File: src/rtl/serial_add_sub.sv
// serial_add_sub: multi-cycle two's-complement adder/subtractor.
// Processes DIGIT bits per clock, LSB digit first, through a registered carry.
// Ports:
//   clk, rst         rising-edge clock, synchronous active-high reset
//   start            request, accepted in IDLE or DONE
//   sub, acc, A, B   operation controls and operands, sampled with start
//   busy             high while calculating
//   done             one-cycle completion pulse
//   S                result register
//   cout, ovf        carry out of the MSB, signed overflow
//   zero, neg        S == 0, S[WIDTH-1]
module serial_add_sub #(
  parameter int unsigned WIDTH = 8,
  parameter int unsigned DIGIT = 2
) (
  input  logic             clk,
  input  logic             rst,
  input  logic             start,
  input  logic             sub,
  input  logic             acc,
  input  logic [WIDTH-1:0] A,
  input  logic [WIDTH-1:0] B,
  output logic             busy,
  output logic             done,
  output logic [WIDTH-1:0] S,
  output logic             cout,
  output logic             ovf,
  output logic             zero,
  output logic             neg
);

  localparam int unsigned NDIG = WIDTH / DIGIT;
  localparam int unsigned CW   = (NDIG > 1) ? $clog2(NDIG) : 1;
  localparam int unsigned DW   = DIGIT + 1;
  localparam logic [CW-1:0] LAST = CW'(NDIG - 1);

  typedef enum logic [1:0] {
    IDLE = 2'd0,
    CALC = 2'd1,
    DONE = 2'd2
  } state_e;

  state_e           state_q, state_d;
  logic [CW-1:0]    cnt_q, cnt_d;
  logic             carry_q, carry_d;
  logic [WIDTH-1:0] opa_q, opa_d;
  logic [WIDTH-1:0] opb_q, opb_d;
  logic [WIDTH-1:0] work_q, work_d;
  logic [WIDTH-1:0] s_q, s_d;
  logic             cout_q, cout_d;
  logic             ovf_q, ovf_d;
  logic             zero_q, zero_d;
  logic             neg_q, neg_d;
  logic             busy_q, busy_d;
  logic             done_q, done_d;

  // Digit adder: operands are shifted right each cycle so the live digit is
  // always at the bottom; the sum digit enters the working result at the top.
  logic [DIGIT-1:0] a_dig, b_dig;
  logic [DW-1:0]    dsum;
  logic             c_into_msb;
  logic [WIDTH-1:0] work_next;

  always_comb begin
    a_dig      = opa_q[DIGIT-1:0];
    b_dig      = opb_q[DIGIT-1:0];
    dsum       = {1'b0, a_dig} + {1'b0, b_dig} + DW'(carry_q);
    // Carry into the digit's top bit recovered from its sum bit and inputs.
    c_into_msb = dsum[DIGIT-1] ^ a_dig[DIGIT-1] ^ b_dig[DIGIT-1];
    work_next  = (work_q >> DIGIT) | (WIDTH'(dsum[DIGIT-1:0]) << (WIDTH - DIGIT));
  end

  // Next-state and datapath updates.
  always_comb begin
    state_d = state_q;
    cnt_d   = cnt_q;
    carry_d = carry_q;
    opa_d   = opa_q;
    opb_d   = opb_q;
    work_d  = work_q;
    s_d     = s_q;
    cout_d  = cout_q;
    ovf_d   = ovf_q;
    zero_d  = zero_q;
    neg_d   = neg_q;

    case (state_q)
      IDLE, DONE: begin
        if (start) begin
          opa_d   = acc ? s_q : A;
          opb_d   = sub ? ~B : B;
          carry_d = sub;
          cnt_d   = '0;
          state_d = CALC;
        end else begin
          state_d = IDLE;
        end
      end
      CALC: begin
        opa_d   = opa_q >> DIGIT;
        opb_d   = opb_q >> DIGIT;
        work_d  = work_next;
        carry_d = dsum[DIGIT];
        cnt_d   = cnt_q + CW'(1);
        if (cnt_q == LAST) begin
          state_d = DONE;
          cnt_d   = '0;
          s_d     = work_next;
          cout_d  = dsum[DIGIT];
          ovf_d   = c_into_msb ^ dsum[DIGIT];
          zero_d  = (work_next == '0);
          neg_d   = work_next[WIDTH-1];
        end
      end
      default: state_d = IDLE;
    endcase

    busy_d = (state_d == CALC);
    done_d = (state_d == DONE);
  end

  // State and output registers.
  always_ff @(posedge clk) begin
    if (rst) begin
      state_q <= IDLE;
      cnt_q   <= '0;
      carry_q <= 1'b0;
      opa_q   <= '0;
      opb_q   <= '0;
      work_q  <= '0;
      s_q     <= '0;
      cout_q  <= 1'b0;
      ovf_q   <= 1'b0;
      zero_q  <= 1'b1;
      neg_q   <= 1'b0;
      busy_q  <= 1'b0;
      done_q  <= 1'b0;
    end else begin
      state_q <= state_d;
      cnt_q   <= cnt_d;
      carry_q <= carry_d;
      opa_q   <= opa_d;
      opb_q   <= opb_d;
      work_q  <= work_d;
      s_q     <= s_d;
      cout_q  <= cout_d;
      ovf_q   <= ovf_d;
      zero_q  <= zero_d;
      neg_q   <= neg_d;
      busy_q  <= busy_d;
      done_q  <= done_d;
    end
  end

  assign busy = busy_q;
  assign done = done_q;
  assign S    = s_q;
  assign cout = cout_q;
  assign ovf  = ovf_q;
  assign zero = zero_q;
  assign neg  = neg_q;

endmodule

File: config.mk
export PLATFORM = sky130hd
export DESIGN_NAME = serial_add_sub
export DESIGN_NICKNAME = d
export VERILOG_FILES = /design/src/rtl/serial_add_sub.sv
export SDC_FILE = /design/constraint.sdc
export NUM_CORES = 1
export LEC_CHECK = 0
export BUFFER_PORTS_ARGS = -buffer_cell sky130_fd_sc_hd__buf_2
export CORE_UTILIZATION = 39
export DETAILED_ROUTE_END_ITERATION = 8
export PLACE_DENSITY = 0.72
export SYNTH_ARGS = -nofsm -noshare
export SYNTH_HDL_FRONTEND = slang
export SYNTH_SLANG_ARGS = --single-unit
File: constraint.sdc
create_clock -name clk -period 2.16 [get_ports clk]
set_clock_uncertainty 0.2 [all_clocks]
set_input_delay 0.54 -clock clk [delete_from_list [all_inputs] [get_ports clk]]
set_output_delay 0.54 -clock clk [all_outputs]
set_load 0.005 [all_outputs]
After elaboration in Yosys (flattened, before gate mapping) --
Index checks and enable logic that the tools add are counted.
Operators by class: multiplexer cells 14, reduce and logical (&&, ||, !) cells 6, eq/ne operators 6, bitwise gates (word level) 5, add/subtract/negate cells 3
Operators with widths (count):
- $mux W8 | 4
- $pmux W8 S2 | 2
- $logic_not A8 Y1 | 1
- $not A8 Y8 | 1
- $or A6 B8 Y8 | 1
- $pmux W2 S2 | 2
- $eq A2 B2 Y1 const B | 3
- $mux W2 | 3
- $eq A2 B1 Y1 const B | 2
- $reduce_and A2 Y1 | 2
- $add A2 B2 Y3 | 1
- $add A3 B1 Y3 | 1
- $xor A1 B1 Y1 | 3
- $add A2 B1 Y2 const B | 1
- $logic_not A2 Y1 | 1
- $mux W1 | 2
- $ne A2 B2 Y1 const B | 1
- $pmux W1 S2 | 1
- $reduce_bool A2 Y1 | 1
- $reduce_or A2 Y1 | 1
Word-level totals: bits in registers 43, logic and storage cells 47

Longest topological paths before layout --
Gate-level depths: netlist of run 1.
word-level depth 5, gate-level depth with buffers 6, mapped depth without buffers 6

Worst setup path after synthesis of run 1 --
OpenSTA, ideal clock, no wires.
path kind reg-to-reg, from reg carry_q, to reg ovf_q (netlist: ovf), setup slack 0.109 ns, required time 1.880 ns, stages on the path, launching flop included 7, data arrival time 1.772 ns, path buffers 0, setup time 0.080 ns, cell sequence dfxtp_1 -> inv_1 -> fa_1 -> fa_1 -> xnor2_1 -> xnor2_1 -> a211oi_2
Between the ends: longest elaborated chain between the ends 4
RTL lines:
- from (decl) | line 45 | logic carry_q, carry_d;
- from (signal assigned) | line 141 | carry_q <= carry_d;
- $add A3 B1 Y3 * | line 67 | dsum = {1'b0, a_dig} + {1'b0, b_dig} + DW'(carry_q);
- $xor A1 B1 Y1 (2 in series) | line 69 | c_into_msb = dsum[DIGIT-1] ^ a_dig[DIGIT-1] ^ b_dig[DIGIT-1];
- $xor A1 B1 Y1 * | line 110 | ovf_d = c_into_msb ^ dsum[DIGIT];
- to (signal assigned) | line 147 | ovf_q <= ovf_d;
- to (decl) | line 51 | logic ovf_q, ovf_d;
Every way passes the cells marked *; elsewhere a longest branch is shown, timed or not. A chain may end at the register's enable or synchronous reset.

Worst setup path in the final report of run 1 --
Same ends and word-level chain as after synthesis.

==> flow_summary.toml, run 1 <==
[logic_synthesis]
synth_edf_count = 0
yosysTopAreaCellShare = 0.448
yosysWarnings = 0
yosys.cell_types.count = 30
ys_seq_elements = 40
synth_area_leaders = "dfxtp_1 (45%), a21oi_1 (8.1%), nand2_1 (5.3%), nand3_1 (5.0%), a22oi_1 (5.0%)"
post-synth-top-count-cell = "dfxtp_1"
synth_common_cells = "dfxtp_1 (40), a21oi_1 (29), nand2_1 (25)"
synthesis.nets = 224
synth_top_area_cell = "dfxtp_1"
synth_cells = 200
ys_async_sr_fraction = 0
ys_seq_area_frac = 0.448
synth_area_mm2 = 0.00179
synth.avg_cell_area_um2 = 8.93
synth-main-ff-cell = "dfxtp_1"

[setup_path]
critPathMaxFanout = 2
crit_start = "carry_q"
cp_data_arrival_time_ns = 2.00
cp-start-kind = "register"
critical_path.cell_chain = "inv_1 > fa_2 > fa_2 > xnor2_2 > xnor2_1 > a211oi_2"
worst_setup_path_end_kind = "register"
cp.required_ns = 2.12
cpPeakStageDelay_ns = 0.58
slowest_stage = "fa_2"
crit_type = "reg -> reg"
crit_path_frequent_cell = "fa_2"
r2r_start = "carry_q"

[sta]
slew-limit-headroom = 0.634
rsz0062_at_grt = "no"
holdWs_ns = 0.268
fmax_mhz = 489
drv_slew = 0
worstMarginPinSlew_ns = 0.548
setup-violations-final = 0
min_period_over_period = 0.947
tns_ns = 0
period_minus_slack_ns = 2.05
finalHoldViolCount = 0

[floorplanning]
num_rows = 24
design.portCount = 35
coreArea_mm2 = 0.00438
chipHeight_um = 69.7
initial_core_util = 0.407
dieArea_mm2 = 0.00485
dieWidth_um = 69.7

[route]
top_layer = "met4"
met1Wirelength_um = 1820
ant_nets = 0
num_vias = 1474
wirelength_um = 3730
firstDrtPassIters = 4
met2_length_um = 1630
drc = 0
wl_per_cell_um = 13.2
via_per_inst = 5.21
wl_met3_um = 202
drt_iter0_markers = 63

[power_and_ir_drop]
cellPowerDensity_mw_per_mm2 = 789
swShare = 0.238
combPwrFrac = 0.123
p_leak_nw = 0.819
power.switching_mw = 0.395
clockPowerShare = 0.403
p_int_mw = 1.27
seqPwrFrac = 0.475
worst_ir_drop_vdd_uv = 322

[outcome]
outcome = "finished, final reports clean"

[global_routing]
grt_max_degree = 41
grt_usage = 0.167
grt_pass1_wl_um = 6290
grt-ovfl-total = 0
antenna_found_initial = 0
grt_pass1_vias = 1365

[clock_tree]
clkTransAtPathRegs_ns = 0.08
cts_root_buf = "clkbuf_8"
htreeDepth = 2
clkLatencyLatePin_ns = 0.30
cts_made_buffers = 5
clockBufferDepth = 2
cts_tree = "done"
cts_sinks = 40

[placed_design]
port_buffers = 34
place_congestion = 0.753
dp_cells = 275
dpl.hpwl_um = 2500

[layout]
final_cells = 283
n_antenna_cell = 0
drive_above_1_share = 0.277
nets = 254
fillers = 440
utilization = 0.480
area_delta_synth_final_pct = 17.9

[job]
cap_viol_max_count = 0

[hold_path]
hold_path.class = "reg -> reg"
min_from = "opa_q[6]"
-- state kept, by name, summed over array words and instances, names as in the netlist --
name,count
busy,1
cnt_q,2
ovf,1
opb_q,8
carry_q,1
state_q,2
S,8
opa_q,8
cout,1
work_q,6
done,1
zero,1
-- what timing repair did --
| action | in CTS | in global routing |
|---|---|---|
| hold buffers | 0 | 0 |
| resized for setup | 0 | 3 |
| endpoints found under the setup margin | 0 | 1 |
| setup buffers | 0 | 0 |
-- kinds of logic after synthesis --
| family | count (synthesis) | synth area share |
|---|---|---|
| AOI/OAI and AO/OA | 51 | 0.184 |
| xor gates and xnor gates | 11 | 0.0540 |
| adders and majority gates | 3 | 0.0294 |
| buffers and inverters | 23 | 0.0701 |
| DFF | 40 | 0.448 |
| muxes | 8 | 0.0505 |
| and+or+nand+nor | 64 | 0.164 |
-- path summary, 6_finish.rpt --
check                           cells past startpoint  slack [ns]  endpoint
worst max-delay path                                6        0.11       ovf
worst max register to register                      6        0.11       ovf
worst min register to register                      2        0.27  opa_q[6]
worst min-delay path                                2        0.27  opa_q[6]
-- through the flow --
step	total power, mW	setup WS, ns	cell area [um2]
detailed placement	1.00	0.0949	1970
global placement	0.999	0.125	1970
global route	1.73	0.0285	2110
finish	1.66	0.114	2110
floorplan	0.950	0.109	1790
CTS	1.67	0.0736	2090
-- cells in the final DEF, fill, tap and decap left out, drive strengths merged --
cell and n:
nand4 1, a21oi 29, a211oi 6, nor2 12
a2bb2oi 1, fa 2, a22oi 12, o21a 1
xnor2 3, mux2 8, and3b 1, nand2 25
clkbuf 7, bufinv 1, nor4 1, nand2b 2
dfxtp 40, nand3b 1, nand3 18, xor2 8
inv 5, buf 41, ha 1, nor4b 1
nor2b 1, o21ai 1, a31oi 1, and2b 1
-- cell type report --
class                           count  area (um2)  area share
Timing Repair Buffer               41         223       0.106
Sequential cell                    40         801       0.380
Inverter                            5        18.8     0.00891
Multi-Input combinational cell    137         872       0.414
Tap cell                           52        65.1      0.0309
Clock buffer                        7        96.3      0.0458
Clock inverter                      1        30.0      0.0143
-- critical path, delay by kind of cell, from the launching register on --
| kind | cells | cell delay, ns |
|---|---|---|
| adders and majority gates | 2 | 0.97 |
| DFF | 1 | 0.33 |
| xor gates and xnor gates | 2 | 0.27 |
| AOI/OAI and AO/OA | 1 | 0.09 |
| buffers and inverters | 1 | 0.06 |
-- power groups by stage --
| stage | Sequential (mW) | Clock (mW) | Combinational [mW] |
|---|---|---|---|
| final | 0.788 | 0.669 | 0.204 |
| after detailed placement | 0.805 | 0 | 0.199 |
| after floorplan | 0.800 | 0 | 0.150 |
| after global placement | 0.804 | 0 | 0.195 |
| after CTS | 0.788 | 0.680 | 0.200 |
| after global routing | 0.793 | 0.714 | 0.227 |
-- per-layer routing --
metal,GRT usage,vias up
met1,0.215,678
met3,0.0465,7
met4,0.0867,0
met5,0,-
met2,0.255,39
li1,-,750
No activity file was read; power rests on OpenSTA's default activity.
==> run 2, diff against run 1 <==
--- a/config.mk
+++ b/config.mk
@@ -5,10 +5,11 @@
 export SDC_FILE = /design/constraint.sdc
 export NUM_CORES = 1
 export LEC_CHECK = 0
-export BUFFER_PORTS_ARGS = -buffer_cell sky130_fd_sc_hd__buf_2
+export BUFFER_PORTS_ARGS = -buffer_cell sky130_fd_sc_hd__buf_4
 export CORE_UTILIZATION = 39
 export DETAILED_ROUTE_END_ITERATION = 8
 export PLACE_DENSITY = 0.72
+export SETUP_SLACK_MARGIN = 0.5
 export SYNTH_ARGS = -nofsm -noshare
 export SYNTH_HDL_FRONTEND = slang
 export SYNTH_SLANG_ARGS = --single-unit
==> run 2 against run 1 <==
  * Clock power decreased by 30%
  * Count of clock-buffer cells in the layout shrank 1
  * Highest routed layer unchanged
  * Sequential power is essentially flat
  * Register-to-register slack better by 0.03 ns
  * Core utilization rose by 1.8 points
  * Critical path type unchanged
==> flow_summary.toml, run 2 (synthesis gave the netlist of run 1 again) <==
[setup_path]
worst_setup_path_end_kind = "register"
cp-start-kind = "register"
cp.depth = 6
critPathMaxFanout = 2
cp_data_arrival_time_ns = 1.97
crit_type = "reg -> reg"
cp_top_family = "adder cells"
critical_path.cell_chain = "inv_2 > fa_2 > fa_2 > xnor2_2 > xnor2_2 > a211oi_2"
cp.required_ns = 2.12
cpPeakStageDelay_ns = 0.56
reg2regPathDepth = 6
timing.critical_path.buf_inv = 1
reg2reg_slack_ns = 0.15
slowest_stage = "fa_2"

[route]
via_per_inst = 5.35
drt_iter0_markers = 112
wl_per_cell_um = 13.7
wirelength_um = 3880
num_vias = 1513
drc = 0
ant_nets = 0
firstDrtPassIters = 4

[layout]
drive_above_1_share = 0.299
fillers = 429
n_antenna_cell = 0
final_cells = 283
final_common_cell = "buf_4"
utilization = 0.499
nets = 255
area_delta_synth_final_pct = 22.4
layout_common_cells = "buf_4 (39), dfxtp_1 (38), a21oi_1 (29), nand2_1 (25), nand3_1 (18)"

[clock_tree]
clkLatencyLatePin_ns = 0.30
cts_root_buf = "clkbuf_8"
clkTransAtPathRegs_ns = 0.07
cts_tree = "done"
htreeDepth = 2
postCtsHoldBufs = 0
cts_sinks = 40
clockBufferDepth = 2
cts_made_buffers = 5

[sta]
period_minus_slack_ns = 2.01
fmax_mhz = 497
drv_slew = 0
min_period_over_period = 0.931
slew-limit-headroom = 0.680
worstMarginPinSlew_ns = 0.478
rsz0062_at_grt = "yes"
finalHoldViolCount = 0
fin_ws_ns = 0.149
tns_ns = 0
setup-violations-final = 0

[global_routing]
grt_pass1_vias = 1311
antenna_found_initial = 0
grt_max_degree = 41
grt-ovfl-total = 0
grt_pass1_wl_um = 6360
grt_usage = 0.168

[floorplanning]
chipHeight_um = 69.7
design.portCount = 35
initial_core_util = 0.407
coreArea_mm2 = 0.00438
num_rows = 24
dieArea_mm2 = 0.00485
dieWidth_um = 69.7

[placed_design]
dpl.hpwl_um = 2540
place_congestion = 0.737
port_buffers = 34
place_ws_ns = 0.0924
dp_cells = 273

[power_and_ir_drop]
p_leak_nw = 0.835
cellPowerDensity_mw_per_mm2 = 681
worst_ir_drop_vdd_uv = 336

[hold_path]
hold_path.class = "reg -> reg"
hold_depth = 2

[job]
cap_viol_max_count = 0

[outcome]
outcome = "finished, final reports clean"
[run 2: changes by cell type in the layout (fill, tap and decap cells not counted), sizes merged]
| cell | before | now |
|---|---|---|
| buf | 41 | 42 |
| bufinv | 1 | 0 |
| clkbuf | 7 | 6 |
| clkinv | 0 | 1 |
[run 2: worst min-delay path, delay by kind of cell (launching register included)]
family | cells | cell delay (ns)
and+or+nand+nor | 1 | 0.05
AOI/OAI and AO/OA | 1 | 0.05
DFF | 1 | 0.32
[run 2: path summary, 6_finish.rpt]
| path | startpoint | end |
|---|---|---|
| worst min-delay path | S[1] | S[1] |
| worst max-delay path | opb_q[0] | ovf |
| worst max register to register | opb_q[0] | ovf |
| worst min register to register | S[1] | S[1] |
[run 2: area by class of cell]
class                   count  area [um2]  area share
well taps                  52        65.1      0.0298
multi-input cells         137         886       0.405
inverters                   5        18.8     0.00859
clock buffers               6        72.6      0.0332
flip-flops and latches     40         803       0.367
clock inverters             1        5.00     0.00229
repair buffers             42         335       0.153
[run 2: timing repair]
action                                  4_1_cts  5_1_grt
gates resized for setup                       3        4
pin swaps                                     4        1
cloned                                        0        0
buffers inserted                              2        1
endpoints found under the setup margin        5        6
[run 2: where the power goes]
| group | internal [mW] | switching (mW) | total (mW) | leakage (nW) |
|---|---|---|---|---|
| clock | 0.219 | 0.248 | 0.468 | 0.0410 |
| sequential | 0.769 | 0.0215 | 0.790 | 0.326 |
| combinational | 0.111 | 0.119 | 0.230 | 0.467 |
[run 2: stage by stage]
stage | hold slack [ns] | power (mW) | area (um2)
floorplan | 0.244 | 0.954 | 1790
global placement | 0.251 | 1.01 | 2060
detailed placement | 0.260 | 1.02 | 2060
CTS | 0.270 | 1.49 | 2170
global route | 0.290 | 1.56 | 2190
finish | 0.267 | 1.49 | 2190
[run 2: layer usage]
| layer | up-vias | track usage | part of all wire |
|---|---|---|---|
| met5 | - | 0 | 0 |
| met4 | 0 | 0.0667 | 0.017 |
| met3 | 7 | 0.0581 | 0.061 |
| met2 | 46 | 0.245 | 0.46 |
| met1 | 713 | 0.228 | 0.47 |
| li1 | 747 | - | - |
==> run 3, diff against run 2 <==
--- a/config.mk
+++ b/config.mk
@@ -6,9 +6,9 @@
 export NUM_CORES = 1
 export LEC_CHECK = 0
 export BUFFER_PORTS_ARGS = -buffer_cell sky130_fd_sc_hd__buf_4
-export CORE_UTILIZATION = 39
+export CORE_UTILIZATION = 48
 export DETAILED_ROUTE_END_ITERATION = 8
-export PLACE_DENSITY = 0.72
+export PLACE_DENSITY = 0.84
 export SETUP_SLACK_MARGIN = 0.5
 export SYNTH_ARGS = -nofsm -noshare
 export SYNTH_HDL_FRONTEND = slang
==> run 3 against run 2 <==
  * Sequential cell count is the same
  * Critical path depth is the same
  * Via count shrank 1.1%
  * Sequential share of layout area shrank 0.50 points
==> flow_summary.toml, run 3 (synthesis gave the netlist of run 1 again) <==
[placed_design]
place_congestion = 0.758
place_ws_ns = 0.0874
dp_cells = 267
dpl.hpwl_um = 2380
port_buffers = 34

[clock_tree]
clkTransAtPathRegs_ns = 0.07
cts_made_buffers = 5
htreeDepth = 2
cts_tree = "done"
clkLatencyLatePin_ns = 0.30
cts_sinks = 40
clockBufferDepth = 2
cts_root_buf = "clkbuf_8"

[floorplanning]
design.portCount = 35
initial_core_util = 0.519
num_rows = 21
dieWidth_um = 63.0
dieArea_mm2 = 0.00397
coreArea_mm2 = 0.00344
chipHeight_um = 63.0

[layout]
final_common_cell = "buf_4"
n_antenna_cell = 0
fillers = 302
nets = 255
seq_area_um2 = 803
drive_above_1_share = 0.297
area_delta_synth_final_pct = 24.1
layout_common_cells = "buf_4 (40), dfxtp_1 (38), a21oi_1 (29), nand2_1 (25), nand3_1 (18)"
multi_input_area_um2 = 878
final_cells = 278

[route]
wirelength_um = 3570
firstDrtPassIters = 5
drt_iter0_markers = 71
via_per_inst = 5.38
ant_nets = 0
num_vias = 1496
drc = 0
wl_per_cell_um = 12.8

[power_and_ir_drop]
cellPowerDensity_mw_per_mm2 = 754
p_leak_nw = 0.852
worst_ir_drop_vdd_uv = 412

[setup_path]
critPathMaxFanout = 2
crit_type = "reg -> reg"
cp-start-kind = "register"
worst_setup_path_end_kind = "register"
cp_data_arrival_time_ns = 1.98
cp.required_ns = 2.13

[sta]
period_minus_slack_ns = 2.01
min_period_over_period = 0.932
fmax_mhz = 496
fin_ws_ns = 0.146
drv_slew = 0
slew-limit-headroom = 0.698
setup-violations-final = 0
rsz0062_at_grt = "yes"
worstMarginPinSlew_ns = 0.451
tns_ns = 0
holdWs_ns = 0.268
finalHoldViolCount = 0

[global_routing]
grt-ovfl-total = 0
grt_max_degree = 41
grt_pass1_wl_um = 6140
grt_pass1_vias = 1398
grt_usage = 0.202
antenna_found_initial = 0

[job]
cap_viol_max_count = 0

[hold_path]
hold_path.class = "reg -> reg"

[outcome]
outcome = "finished, final reports clean"
-- run 3: cell types whose count changed in the layout (fill, tap and decap cells not counted) --
cell and delta:
buf_4 +1, buf_6 -1, bufinv_16 +1, clkbuf_1 -1, clkbuf_8 +2, clkinv_2 -1
inv_1 +1, inv_2 -1, xnor2_1 +1, xnor2_2 -1
-- run 3: layer usage --
| layer | vias to the layer above | global-route usage | wire length, um |
|---|---|---|---|
| li1 | 751 | - | - |
| met5 | - | 0 | 0 |
| met1 | 691 | 0.238 | 1580 |
| met3 | 6 | 0.0620 | 197 |
| met2 | 48 | 0.331 | 1720 |
| met4 | 0 | 0.0959 | 74 |
-- run 3: critical path: stages, from the launching register on --
cell	delay, ns
dfxtp_2	0.34
inv_2	0.04
fa_2	0.38
fa_2	0.57
xnor2_2	0.12
xnor2_1	0.15
a211oi_2	0.08
-- run 3: per-stage QoR --
stage | cell area [um2] | power [mW] | util
detailed placement | 2050 | 1.02 | 0.595
finish | 2220 | 1.67 | 0.644
floorplan | 1790 | 0.954 | -
global route | 2220 | 1.76 | 0.644
global placement | 2050 | 1.01 | 0.595
CTS | 2210 | 1.68 | 0.641
-- run 3: final timing paths --
| kind | start | end | slack [ns] | depth (start not counted) |
|---|---|---|---|---|
| min | opa_q[7] | opa_q[7] | 0.27 | 2 |
| max | opb_q[0] | ovf | 0.15 | 6 |
| max reg2reg | opb_q[0] | ovf | 0.15 | 6 |
| min reg2reg | opa_q[7] | opa_q[7] | 0.27 | 2 |
-- run 3: what timing repair did --
item | in CTS | in global routing
setup buffers | 2 | 1
pin swaps | 5 | 1
setup endpoints to repair | 5 | 6
endpoints found under the hold margin | 0 | 0
resized for setup | 3 | 1
hold buffers | 0 | 0
-- run 3: final cells by class --
cell class | instances | area share
Timing Repair Buffer | 42 | 0.150
Tap cell | 46 | 0.0260
Clock inverter | 1 | 0.0136
Inverter | 5 | 0.00847
Clock buffer | 7 | 0.0435
Multi-Input combinational cell | 137 | 0.396
Sequential cell | 40 | 0.363
-- run 3: power by group --
part / switching, mW / internal [mW] / leakage [nW]
registers: 0.0211 / 0.768 / 0.326
clock network: 0.253 / 0.407 / 0.0645
logic: 0.113 / 0.108 / 0.461
